**src/rtl/gate_test_sequencer.sv**
```systemverilog
// rtl/gate_test_sequencer.sv - walks the input-vector region, applies each vector to the DUT, writes responses back.
// Optional feature: SEQ_STEP_EN adds the step input; NEXT then waits for a step pulse.
module gate_test_sequencer #(
   parameter int SETTLE_CYCLES = 4
) (
   input  logic        clk,
   input  logic        rst_n,
   input  logic        start,
   input  logic [15:0] input_start_address,
   input  logic [15:0] input_end_address,
   input  logic [15:0] dut_start_address,
   output logic        mem_cmd_valid,
   output logic [7:0]  mem_cmd,
   output logic [15:0] mem_addr,
   output logic [7:0]  mem_wdata,
   input  logic        mem_ready,
   input  logic        mem_rdata_valid,
   input  logic [7:0]  mem_rdata,
   output logic [7:0]  dut_in,
   input  logic [7:0]  dut_out,
`ifdef SEQ_STEP_EN
   input  logic        step,
`endif
   output logic        busy,
   output logic        done,
   output logic        range_err,
   output logic [15:0] dut_end_address
);

   typedef enum logic [2:0] {
      IDLE, RD_REQ, RD_WAIT, APPLY, SETTLE, WR_REQ, NEXT, FINISH
   } state_t;

   state_t      state, state_nx;
   logic [15:0] rd_ptr, end_ptr, wr_ptr;
   logic [7:0]  result;
   logic [7:0]  settle_cnt;
   logic        advance;
   logic        range_bad;

`ifdef SEQ_STEP_EN
   assign advance = step;
`else
   assign advance = 1'b1;
`endif

   assign range_bad = (input_end_address < input_start_address);

   always_ff @(posedge clk or negedge rst_n) begin
      if (!rst_n) state <= IDLE;
      else        state <= state_nx;
   end

   // Command fields are decoded from state alone, so they cannot change while a request waits for mem_ready.
   always_comb begin
      state_nx      = state;
      mem_cmd_valid = 1'b0;
      mem_cmd       = 8'h00;
      mem_addr      = 16'h0000;
      mem_wdata     = 8'h00;
      case (state)
         IDLE:    if (start && !range_bad) state_nx = RD_REQ;
         RD_REQ: begin
            mem_cmd_valid = 1'b1;
            mem_addr      = rd_ptr;
            if (mem_ready) state_nx = RD_WAIT;
         end
         RD_WAIT: if (mem_rdata_valid) state_nx = APPLY;
         APPLY:   state_nx = SETTLE;
         SETTLE:  if (settle_cnt == 8'd0) state_nx = WR_REQ;
         WR_REQ: begin
            mem_cmd_valid = 1'b1;
            mem_cmd       = 8'h01;
            mem_addr      = wr_ptr;
            mem_wdata     = result;
            if (mem_ready) state_nx = NEXT;
         end
         NEXT:    if (advance) state_nx = (rd_ptr == end_ptr) ? FINISH : RD_REQ;
         FINISH:  state_nx = IDLE;
         default: state_nx = IDLE;
      endcase
   end

   always_ff @(posedge clk or negedge rst_n) begin
      if (!rst_n) begin
         rd_ptr          <= 16'h0000;
         end_ptr         <= 16'h0000;
         wr_ptr          <= 16'h0000;
         result          <= 8'h00;
         settle_cnt      <= 8'h00;
         dut_in          <= 8'h00;
         busy            <= 1'b0;
         done            <= 1'b0;
         range_err       <= 1'b0;
         dut_end_address <= 16'h0000;
      end else begin
         done      <= 1'b0;
         range_err <= 1'b0;
         case (state)
            IDLE: begin
               if (start) begin
                  if (range_bad) begin
                     range_err <= 1'b1;
                  end else begin
                     rd_ptr  <= input_start_address;
                     end_ptr <= input_end_address;
                     wr_ptr  <= dut_start_address;
                     busy    <= 1'b1;
                  end
               end
            end
            RD_WAIT: if (mem_rdata_valid) dut_in <= mem_rdata;
            APPLY:   settle_cnt <= 8'(SETTLE_CYCLES - 1);
            SETTLE: begin
               if (settle_cnt == 8'd0) result <= dut_out;
               else                    settle_cnt <= settle_cnt - 8'd1;
            end
            // Termination is by compare, so a range ending at FFFF never wraps rd_ptr.
            NEXT: begin
               if (advance) begin
                  if (rd_ptr == end_ptr) begin
                     dut_end_address <= wr_ptr;
                     done            <= 1'b1;
                     busy            <= 1'b0;
                  end else begin
                     rd_ptr <= rd_ptr + 16'd1;
                     wr_ptr <= wr_ptr + 16'd1;
                  end
               end
            end
            default: ;
         endcase
      end
   end

endmodule

```
**config.mk**
```make
export PLATFORM = sky130hd
export DESIGN_NAME = gate_test_sequencer
export DESIGN_NICKNAME = d
export VERILOG_FILES = /design/src/rtl/gate_test_sequencer.sv
export SDC_FILE = /design/constraint.sdc
export NUM_CORES = 1
export LEC_CHECK = 0
export CAP_MARGIN = 20
export CORE_MARGIN = 2
export CORE_UTILIZATION = 50
export CTS_CLUSTER_SIZE = 8
export DETAILED_ROUTE_END_ITERATION = 16
export DONT_BUFFER_PORTS = 1
export HOLD_SLACK_MARGIN = 0.12
export PLACE_DENSITY = 0.64
export REMOVE_ABC_BUFFERS = 1
export SYNTH_ARGS = -nofsm -noshare
export SYNTH_HDL_FRONTEND = slang
export SYNTH_SLANG_ARGS = --single-unit
```
**constraint.sdc**
```tcl
create_clock -name clk -period 2.6 [get_ports clk]
set_input_delay 0.39 -clock clk [delete_from_list [all_inputs] [get_ports clk]]
set_output_delay 0.39 -clock clk [all_outputs]
set_load 0.05 [all_outputs]
```
==> flow_summary.ini <==
[outcome]
status = finished, violations left
violations = hold timing

[sta]
worst_slew_pin_slew_ns = 0.566
post-route-period-util = 0.892
final-setup-viol-count = 0
setup_slack_ns = 0.280
finClkSkew_ns = 0.00853
maxSlewViolCount = 0
period_needed_ns = 2.32
holdWs_ns = -0.265
rsz0062_at_grt = no
setup_tns_ns = 0
fmax_mhz = 431
finalHoldViolCount = 94
relSlewSlack = 0.620

[setup_path]
cp.required_ns = 2.88
crit_fanout = 11
crit_start = state[0]$_DFFE_PN0P_
path_cells = nand3b_1 > nor2_1 > nand3_1 > o31ai_1 > o211ai_1 > a22oi_2
slowest_stage = dfrtp_1
rr_endpoint = rd_ptr[9]$_DFFE_PN0P_
start_kind = flop
rr_worst_depth = 6
cp.arrival_ns = 2.60
critPathTopFamily = simple AND/OR/NAND/NOR gates
r2r-start = state[0]$_DFFE_PN0P_
slowest_delay_ns = 0.49
rrSetupSlack_ns = 0.28
crit_end = rd_ptr[9]$_DFFE_PN0P_
worst-setup-path-type = reg2reg
cp-end-kind = flop
critPathBufInv = 0
cp.depth = 6

[synthesis]
synth_top_area_cell = dfrtp_1
synth-compound-area-share = 0.193
syn_inst = 576
synth.distinct_cells = 60
synthAdderAreaFrac = 0.0392
netlist_area_mm2 = 0.00574
ys_seq_area_frac = 0.409
synth_edf_count = 0
synth_area_leaders = dfrtp_1 41%, mux2_2 7.6%, a22oi_2 3.9%
yosys.area_share.simple = 0.142
synthTopCellsByCount = 94 x dfrtp_1, 45 x nand2_1, 41 x inv_1
synth_flop_cell = dfrtp_1
synth_mux_area_frac = 0.117
ys.warnings.count = 0
synth-async-reset-ratio = 1.00
synth_top_family_by_area = compound AO/OA/AOI/OAI gates
syn_avg_cell_area_um2 = 9.97
synth.top_cell.area_share = 0.409
synth.most_common_cell = dfrtp_1
ys_ff_latch = 94
synth-xor-area-share = 0.0320

[finish]
fillers = 995
layout.cells.non_filler = 746
stdcell_area_mm2 = 0.00641
multi_input_area_mm2 = 0.00304
num_antenna_cells = 0
final_nets = 685
drive_above_1_share = 0.222
seq_area_mm2 = 0.00235
area_delta_synth_final_pct = 11.7

[route]
drc = 0
vias = 4401
via_per_inst = 5.90
drt_wl_total_um = 14400
drt_iter0_markers = 210
routedWlPerCell_um = 19.3
ant_nets = 0
drt-pass1-iter-count = 4

[global_route]
grt_overflow = 0
grt_pass1_wl_um = 23700
grt_max_degree = 95
grt_antenna_before_repair = 0
grt_pass1_vias = 4395
grt_util_all_layers = 0.239

[die]
dieArea_mm2 = 0.0124
ioPinCount = 129
dieHeight_um = 111
coreArea_mm2 = 0.0113
start_util = 0.507
placement_rows = 39
chipWidth_um = 111

[placement]
io_buffers = 0
pre_cts_ws_ns = 0.154
dp.cells = 730
dpl_cell_area_mm2 = 0.00611
place_hpwl_um = 10700
gp_congestion = 0.887

[clocking]
cts_inserted_buffers = 9
cts_tree = built
htreeDepth = 3
insertion_delay_ns = 0.35
cts_buffer_depth = 2
clk_pin_slew_ns = 0.07
cts_sinks = 94
cts_root_buffer = clkbuf_16

[power_and_ir_drop]
pwr-share-comb = 0.474
switchingPower_w = 0.00379
switching_share = 0.452
p_seq_frac = 0.358
power.density_mw_per_mm2 = 1310
intPower_w = 0.00459
p_leak_nw = 2.95
power_w = 0.00838
clkPwrFrac = 0.168
vdd_drop_max_mv = 0.631

[worst_hold_path]
hold_class = in2async

[job]
drv_cap = 0
[metal layers]
metal / global-route usage / share of wire / vias to the layer above
met1: 0.333 / 0.45 / 2097
met2: 0.366 / 0.47 / 163
li1: - / - / 2113
met3: 0.0530 / 0.056 / 28
met5: 0 / 0 / -
met4: 0.0930 / 0.023 / 0
[worst min-delay path by stage]
stage               slack, ns  start                               to
global placement          0.1  rst_n  dut_end_address[11]$_DFFE_PN0P_
CTS                     -0.28  rst_n              range_err$_DFF_PN0_
detailed placement        0.1  rst_n  dut_end_address[11]$_DFFE_PN0P_
global route            -0.28  rst_n            wr_ptr[0]$_DFFE_PN0P_
finish                  -0.26  rst_n  dut_end_address[15]$_DFFE_PN0P_
floorplan                0.09  rst_n                 busy$_DFFE_PN0P_
[metrics by stage]
step	hold WS [ns]	utilization
final	-0.265	0.567
after global routing	-0.281	0.567
after CTS	-0.278	0.567
after detailed placement	0.0968	0.539
after global placement	0.0975	0.539
after floorplan	0.0944	-
[kinds of logic after synthesis]
| family | count (synthesis) |
|---|---|
| flip-flops | 94 |
| other | 1 |
| AO/OA/AOI/OAI | 143 |
| XOR/XNOR | 21 |
| buffers and inverters | 82 |
| multiplexers | 61 |
| AND/OR/NAND/NOR | 156 |
| adder cells (fa/ha/maj) | 18 |
[what timing repair did]
action / 4_1_cts / 5_1_grt
gates resized for setup: 0 / 0
endpoints found under the hold margin: 94 / 94
endpoints found under the setup margin: 0 / 0
setup buffers: 0 / 0
[sequential cells by signal (all words and copies together), names as in the netlist]
| signal | count |
|---|---|
| range_err | 1 |
| dut_end_address | 16 |
| wr_ptr | 16 |
| state | 3 |
| rd_ptr | 16 |
| result | 8 |
| done | 1 |
| dut_in | 8 |
| settle_cnt | 8 |
| end_ptr | 16 |
| busy | 1 |
[layout make-up]
| type | count | area share |
|---|---|---|
| Tap cell | 143 | 0.0279 |
| Timing Repair Buffer | 46 | 0.0597 |
| Multi-Input combinational cell | 406 | 0.474 |
| Sequential cell | 94 | 0.367 |
| Clock inverter | 3 | 0.0107 |
| Clock buffer | 13 | 0.0374 |
| Inverter | 41 | 0.0240 |
[layout by cell type (no fill, tap or decap), types with 9 or more instances in the layout]
master and count:
clkbuf_16 9, nand4_1 10, o211ai_1 23, dfrtp_1 94
ha_1 18, nor2_1 40, xnor2_1 19, buf_4 43
a21oi_1 16, inv_1 41, and3_1 12, nand2_1 45
nand3_1 14, o22ai_1 9, mux2i_1 17, mux2_2 39
a22oi_2 18, o21ai_0 35
[power groups by stage]
stage	Clock, W	Sequential [W]	Combinational [W]
2_1_floorplan	0	0.00279	0.00303
3_3_place_gp	0	0.00299	0.00388
3_5_place_dp	0	0.00301	0.00396
4_1_cts	0.00144	0.00298	0.00398
5_1_grt	0.00150	0.00308	0.00431
6_report	0.00141	0.00300	0.00397
Note: power is estimated with default switching activity, not from simulation.
